===== src/rtl/ddr3_user_port_arbiter.sv =====
// Round-robin scheduler sharing the ddr3_memory_controller user port among NUM_REQ clients.
// Issues one command at a time and returns tagged write completions, read data or read timeouts.
module ddr3_user_port_arbiter #(
    parameter int NUM_REQ               = 4,
    parameter int ADDRESS_BITWIDTH      = 15,
    parameter int BANK_ADDRESS_BITWIDTH = 3,
    parameter int DQ_BITWIDTH           = 16,
    parameter int RD_TIMEOUT            = 1023,
    localparam int AW = BANK_ADDRESS_BITWIDTH + ADDRESS_BITWIDTH,
    localparam int IW = ($clog2(NUM_REQ) > 1) ? $clog2(NUM_REQ) : 1,
    localparam int CW = $clog2(RD_TIMEOUT + 1)
) (
    input  logic                           clk,
    input  logic                           resetn,
    input  logic [NUM_REQ-1:0]             req_valid,
    output logic [NUM_REQ-1:0]             req_ready,
    input  logic [NUM_REQ-1:0]             req_write,
    input  logic [NUM_REQ*AW-1:0]          req_addr,
    input  logic [NUM_REQ*DQ_BITWIDTH-1:0] req_wdata,
    output logic                           write_enable,
    output logic                           read_enable,
    output logic [AW-1:0]                  i_user_data_address,
    output logic [DQ_BITWIDTH-1:0]         i_user_data,
    input  logic                           ctrl_ack,
    input  logic                           ctrl_rdata_valid,
    input  logic [DQ_BITWIDTH-1:0]         o_user_data,
    output logic                           rsp_valid,
    output logic [IW-1:0]                  rsp_id,
    output logic                           rsp_write,
    output logic [DQ_BITWIDTH-1:0]         rsp_data,
    output logic                           rsp_timeout,
    output logic                           busy
);

    typedef enum logic [1:0] {IDLE, ISSUE, WAIT_RDATA} state_t;

    state_t                 state_q;
    logic [IW-1:0]          rr_ptr_q;
    logic [IW-1:0]          rr_ptr_d;
    logic                   cmd_write_q;
    logic [IW-1:0]          cmd_id_q;
    logic [AW-1:0]          addr_q;
    logic [DQ_BITWIDTH-1:0] wdata_q;
    logic                   wr_en_q;
    logic                   rd_en_q;
    logic                   rsp_valid_q;
    logic [IW-1:0]          rsp_id_q;
    logic                   rsp_write_q;
    logic [DQ_BITWIDTH-1:0] rsp_data_q;
    logic                   rsp_timeout_q;
    logic [CW-1:0]          rd_cnt_q;
    logic [CW-1:0]          rd_cnt_d;

    logic                   grant_found;
    logic [IW-1:0]          grant_idx;
    logic [IW:0]            scan_wide;
    logic                   sel_write;
    logic [AW-1:0]          sel_addr;
    logic [DQ_BITWIDTH-1:0] sel_wdata;
    logic                   accept;

    // Scan upward from rr_ptr with explicit wrap so non-power-of-2 NUM_REQ works.
    always_comb begin
        grant_found = 1'b0;
        grant_idx   = '0;
        scan_wide   = '0;
        for (int k = 0; k < NUM_REQ; k++) begin
            scan_wide = {1'b0, rr_ptr_q} + (IW+1)'(k);
            if (scan_wide >= (IW+1)'(NUM_REQ)) begin
                scan_wide = scan_wide - (IW+1)'(NUM_REQ);
            end
            if (!grant_found && req_valid[scan_wide[IW-1:0]]) begin
                grant_found = 1'b1;
                grant_idx   = scan_wide[IW-1:0];
            end
        end
    end

    always_comb begin
        sel_write = 1'b0;
        sel_addr  = '0;
        sel_wdata = '0;
        for (int k = 0; k < NUM_REQ; k++) begin
            if (IW'(k) == grant_idx) begin
                sel_write = req_write[k];
                sel_addr  = req_addr[k*AW +: AW];
                sel_wdata = req_wdata[k*DQ_BITWIDTH +: DQ_BITWIDTH];
            end
        end
    end

    always_comb begin
        req_ready = '0;
        if (state_q == IDLE && grant_found) begin
            req_ready[grant_idx] = 1'b1;
        end
    end

    assign accept   = (state_q == IDLE) && grant_found;
    assign rr_ptr_d = (grant_idx == IW'(NUM_REQ - 1)) ? '0 : grant_idx + IW'(1);
    assign rd_cnt_d = (rd_cnt_q == CW'(RD_TIMEOUT)) ? rd_cnt_q : rd_cnt_q + CW'(1);

    always_ff @(posedge clk or negedge resetn) begin
        if (!resetn) begin
            state_q       <= IDLE;
            rr_ptr_q      <= '0;
            cmd_write_q   <= 1'b0;
            cmd_id_q      <= '0;
            addr_q        <= '0;
            wdata_q       <= '0;
            wr_en_q       <= 1'b0;
            rd_en_q       <= 1'b0;
            rsp_valid_q   <= 1'b0;
            rsp_id_q      <= '0;
            rsp_write_q   <= 1'b0;
            rsp_data_q    <= '0;
            rsp_timeout_q <= 1'b0;
            rd_cnt_q      <= '0;
        end else begin
            rsp_valid_q <= 1'b0;
            case (state_q)
                IDLE: begin
                    if (accept) begin
                        cmd_write_q <= sel_write;
                        cmd_id_q    <= grant_idx;
                        addr_q      <= sel_addr;
                        wdata_q     <= sel_write ? sel_wdata : '0;
                        wr_en_q     <= sel_write;
                        rd_en_q     <= !sel_write;
                        rr_ptr_q    <= rr_ptr_d;
                        state_q     <= ISSUE;
                    end
                end
                ISSUE: begin
                    if (ctrl_ack) begin
                        wr_en_q <= 1'b0;
                        rd_en_q <= 1'b0;
                        if (cmd_write_q) begin
                            rsp_valid_q   <= 1'b1;
                            rsp_id_q      <= cmd_id_q;
                            rsp_write_q   <= 1'b1;
                            rsp_data_q    <= '0;
                            rsp_timeout_q <= 1'b0;
                            state_q       <= IDLE;
                        end else if (ctrl_rdata_valid) begin
                            rsp_valid_q   <= 1'b1;
                            rsp_id_q      <= cmd_id_q;
                            rsp_write_q   <= 1'b0;
                            rsp_data_q    <= o_user_data;
                            rsp_timeout_q <= 1'b0;
                            state_q       <= IDLE;
                        end else begin
                            rd_cnt_q <= '0;
                            state_q  <= WAIT_RDATA;
                        end
                    end
                end
                WAIT_RDATA: begin
                    // Data arriving on the timeout cycle still counts as a normal completion.
                    if (ctrl_rdata_valid) begin
                        rsp_valid_q   <= 1'b1;
                        rsp_id_q      <= cmd_id_q;
                        rsp_write_q   <= 1'b0;
                        rsp_data_q    <= o_user_data;
                        rsp_timeout_q <= 1'b0;
                        state_q       <= IDLE;
                    end else if (rd_cnt_d == CW'(RD_TIMEOUT)) begin
                        rsp_valid_q   <= 1'b1;
                        rsp_id_q      <= cmd_id_q;
                        rsp_write_q   <= 1'b0;
                        rsp_data_q    <= '0;
                        rsp_timeout_q <= 1'b1;
                        state_q       <= IDLE;
                    end else begin
                        rd_cnt_q <= rd_cnt_d;
                    end
                end
                default: state_q <= IDLE;
            endcase
        end
    end

    assign write_enable        = wr_en_q;
    assign read_enable         = rd_en_q;
    assign i_user_data_address = addr_q;
    assign i_user_data         = wdata_q;
    assign rsp_valid           = rsp_valid_q;
    assign rsp_id              = rsp_id_q;
    assign rsp_write           = rsp_write_q;
    assign rsp_data            = rsp_data_q;
    assign rsp_timeout         = rsp_timeout_q;
    assign busy                = (state_q != IDLE);

endmodule


===== config.mk =====
export PLATFORM = sky130hd
export DESIGN_NAME = ddr3_user_port_arbiter
export DESIGN_NICKNAME = d
export VERILOG_FILES = /design/src/rtl/ddr3_user_port_arbiter.sv
export SDC_FILE = /design/constraint.sdc
export NUM_CORES = 1
export LEC_CHECK = 0
export CAP_MARGIN = 20
export CORE_MARGIN = 4
export CORE_UTILIZATION = 37
export CTS_CLUSTER_DIAMETER = 80
export DETAILED_ROUTE_END_ITERATION = 8
export GPL_TIMING_DRIVEN = 0
export HOLD_SLACK_MARGIN = 0.03
export PLACE_DENSITY = 0.8
export SYNTH_ARGS = -nofsm -noshare
export SYNTH_HDL_FRONTEND = slang
export SYNTH_SLANG_ARGS = --single-unit

===== constraint.sdc =====
create_clock -name clk -period 3.41 [get_ports clk]
set_clock_uncertainty 0.1 [all_clocks]
set_input_delay 0.341 -clock clk [delete_from_list [all_inputs] [get_ports clk]]
set_output_delay 0.341 -clock clk [all_outputs]
set_load 0.005 [all_outputs]

==> results.md <==
* Num Clock Sinks at 74
* Total CTS buffers at 9
* Yosys warns at 0
* Core box area at about 0.012 mm^2
* Root Buffer: clkbuf_16
* H-tree depth at 3
* Crit path required time at 2.97 ns
* Initial Utilization at 37.8%
* Hold Crit Class: flip-flop to flip-flop
* Row count at 40
* CP arrival at around 2.8 ns
* TritonRoute pass-1 iters at 6
* Post-Synthesis Cells at around 540
* Crit path launch type: input pin
* Yosys cell types at 55
* Met2 Resource Use GR at 41.3%
* Global Route Usage Sum at 23.9%
* Largest net degree at the start of global routing at 42
* Worst-case hold slack at approximately 0.37 ns
* Peak supply drop at 0.310 mV
* Share of cells above drive strength 1 at 6.89%
* Final HPWL DP at approximately 14000 um
* Die Ht at 119 um
* Grt total ovfl at 0
* Main synth FF type: dfrtp_1
* CP Capture Type: primary output
* Setup TNS Final at 0 ns
* Count of routing violations after the opening detailed-route iteration at approximately 320
* P per Cell Area at approximately 750 mW/mm^2
* GRT met3 Usage at 6.79%
* Pre-CTS setup slack at -1.17 ns
* Vias in the first global route at 5317
* GPL Wtd Cong at 0.868
* Avg Inst Size Synth at 8.36 um^2
* Final setup violation count at 0
* Longest Clk Path Bufs at 2
* CP Class: input pin to primary output
* WL per Instance at 18.6 um
* CTS tree: done
* DRT antenna net count at 0
* # port buffers at between 200 and 250
* Tcrit/Tclk final at a little over nine tenths
* Die footprint at 0.0141 mm^2
* Clock slew at reported path FFs at 0.06 ns
* Static leakage at 2.97 nW
* Fmax at 0.308 GHz
* Syn nets at 716
* GR Util met1 at 29.0%
* FILL cells at 1010
* Fin. max-slew vios at 0
* Slew @ Worst Pin at 0.821 ns
* Async SR Flop Fraction at 100%
* Outcome: finished, final reports clean
* # IOs at around 230
* Final hold violations at 0
* Antenna violations before repair at 0
* Routed WL at approximately 17000 um
* Area Overhead vs Synth at 63.3%
* Total Power at about 5.6 mW
* Slack of the critical path at between 0.15 and 0.2 ns
* EDFF count, synth at 0
* Clk_lat worst skew at 0.33 ns
* CP Max Fanout at 10
* Fin crit period at 3.25 ns
* Slew HR at 44.8%
* Max Cap Viol at 0
* Synth Register Bits at 74
* Design area at 0.00741 mm^2
* RSZ-0062 raised after global routing: false
* Synthesized area at around 0.0045 mm^2
* Placed Area at ~0.0070 mm^2
* DRC errors left at 0
* Nets at 952
* Vias/cell at 5.56
* Die width at approximately 120 um
* First-pass GRT wire length at 27300 um
* Busiest metal layer after global routing: met2
* Via count of the routed design at between 5000 and 6000
* Antenna cells at 0
* Register area share after synthesis at 40.8%
## cells by family (layout without fill, tap and decap cells)
group,count (synthesis),after routing,synth area share (%)
and+or+nand+nor,208,208,23.0
AOI/OAI and AO/OA,192,192,27.4
DFF,74,74,40.8
buffers and inverters,55,296,5.18
adders and majority gates,9,9,2.48
muxes,5,5,1.18
## path summary, 6_finish.rpt
kind	startpoint	to	depth (start not counted)	slack (ns)
min	i_user_data_address[4]$_DFFE_PN0P_	i_user_data_address[4]$_DFFE_PN0P_	2	0.37
min reg2reg	i_user_data_address[4]$_DFFE_PN0P_	i_user_data_address[4]$_DFFE_PN0P_	2	0.37
max reg2reg	rr_ptr_q[1]$_DFFE_PN0P_	i_user_data[12]$_DFFE_PN0P_	13	0.34
min in group asynchronous	resetn	rd_cnt_q[5]$_DFFE_PN0P_	2	0.41
max in group asynchronous	resetn	rr_ptr_q[1]$_DFFE_PN0P_	3	2.22
max	req_valid[1]	req_ready[2]	9	0.16
## final cells by class
type | count | area [um^2] | area share [%]
multi-input cells | 414 | 2520 | 34.0
inverters | 9 | 33.8 | 0.456
flip-flops and latches | 74 | 1850 | 25.0
clock buffers | 9 | 225 | 3.04
clock inverters | 7 | 85.1 | 1.15
plain buffers | 41 | 206 | 2.78
repair buffers | 230 | 2300 | 31.1
well taps | 147 | 184 | 2.48
## placed cells by master, fill, tap and decap left out, drive strengths merged, types with 2 or more instances in the layout
| master | instances |
|---|---|
| a211oi | 2 |
| a21boi | 2 |
| a21oi | 84 |
| a221oi | 19 |
| a22o | 18 |
| and2 | 6 |
| and4 | 4 |
| buf | 13 |
| clkbuf | 42 |
| clkdlybuf4s50 | 222 |
| clkinvlp | 2 |
| dfrtp | 74 |
| ha | 9 |
| inv | 12 |
| mux2 | 3 |
| mux2i | 2 |
| nand2 | 78 |
| nand2b | 5 |
| nand3 | 5 |
| nand3b | 19 |
| nand4 | 4 |
| nor2 | 31 |
| nor2b | 22 |
| nor3 | 23 |
| nor3b | 2 |
| nor4 | 3 |
| o21ai | 29 |
| o31a | 2 |
| o31ai | 18 |
| o32ai | 2 |
## state kept, by name, summed over array words and instances (netlist names), 2 cells and up
name / cells
cmd_id_q: 2
i_user_data: 16
rd_cnt_q: 10
rr_ptr_q: 2
rsp_data: 16
rsp_id: 2
state_q: 2
i_user_data_address: 18
## stage by stage
step	std cells	util [%]
final	931	61.7
after global routing	931	61.7
after CTS	930	61.6
after detailed placement	916	58.2
after global placement	915	58.1
after floorplan	543	-
## metal layers
layer  vias to the layer above  routed length [um]
li1                       2458                   -
met1                      2434                6940
met2                       256                8580
met3                        33                1400
met4                         0                 357
met5                         -                   0
## cell usage after synthesis (2+ instances only)
master / number / area share [%]
nor2_1: 31 / 2.6
nor3_1: 23 / 2.5
mux2_2: 3 / 0.74
nor2b_1: 22 / 3.0
o21ai_0: 28 / 3.1
dfrtp_1: 74 / 41
mux2i_1: 2 / 0.44
o31ai_1: 18 / 3.0
and2_1: 6 / 0.83
nand4_1: 4 / 0.55
nor4_1: 3 / 0.41
buf_2: 2 / 0.22
clkbuf_1: 38 / 3.1
buf_6: 3 / 0.74
a22o_1: 18 / 3.5
nor3b_1: 2 / 0.33
a21boi_0: 2 / 0.33
nand3_1: 5 / 0.55
a21oi_1: 84 / 9.3
nand3b_1: 19 / 3.1
buf_1: 2 / 0.17
a211oi_1: 2 / 0.33
o32ai_1: 2 / 0.39
ha_1: 9 / 2.5
inv_1: 9 / 0.74
o31a_1: 2 / 0.39
nand2b_1: 5 / 0.69
and4_1: 4 / 0.77
nand2_1: 78 / 6.4
a221oi_1: 18 / 3.5
## what timing repair did
item                                    CTS  global route
endpoints found under the setup margin   34            24
setup buffers                             1             2
gates cloned                              0             0
endpoints found under the hold margin    33             0
gates resized for setup                  26             6
pin swaps                                 0             1
hold buffers                              1             0
## power by group
| part | leakage, nW | switching, mW | internal [mW] |
|---|---|---|---|
| Clock | 0.146 | 0.401 | 0.581 |
| Combinational | 1.86 | 1.66 | 1.52 |
| Sequential | 0.967 | 0.206 | 1.22 |
## critical path, stage by stage
cell and delay [ns]:
clkdlybuf4s50_1 0.50, nor4_4 0.42, nor2b_4 0.10, inv_1 0.13, ha_4 0.21, clkbuf_2 0.22, clkbuf_8 0.21, and2_1 0.16
clkdlybuf4s50_1 0.51
Note: power is estimated with default switching activity, not from simulation.
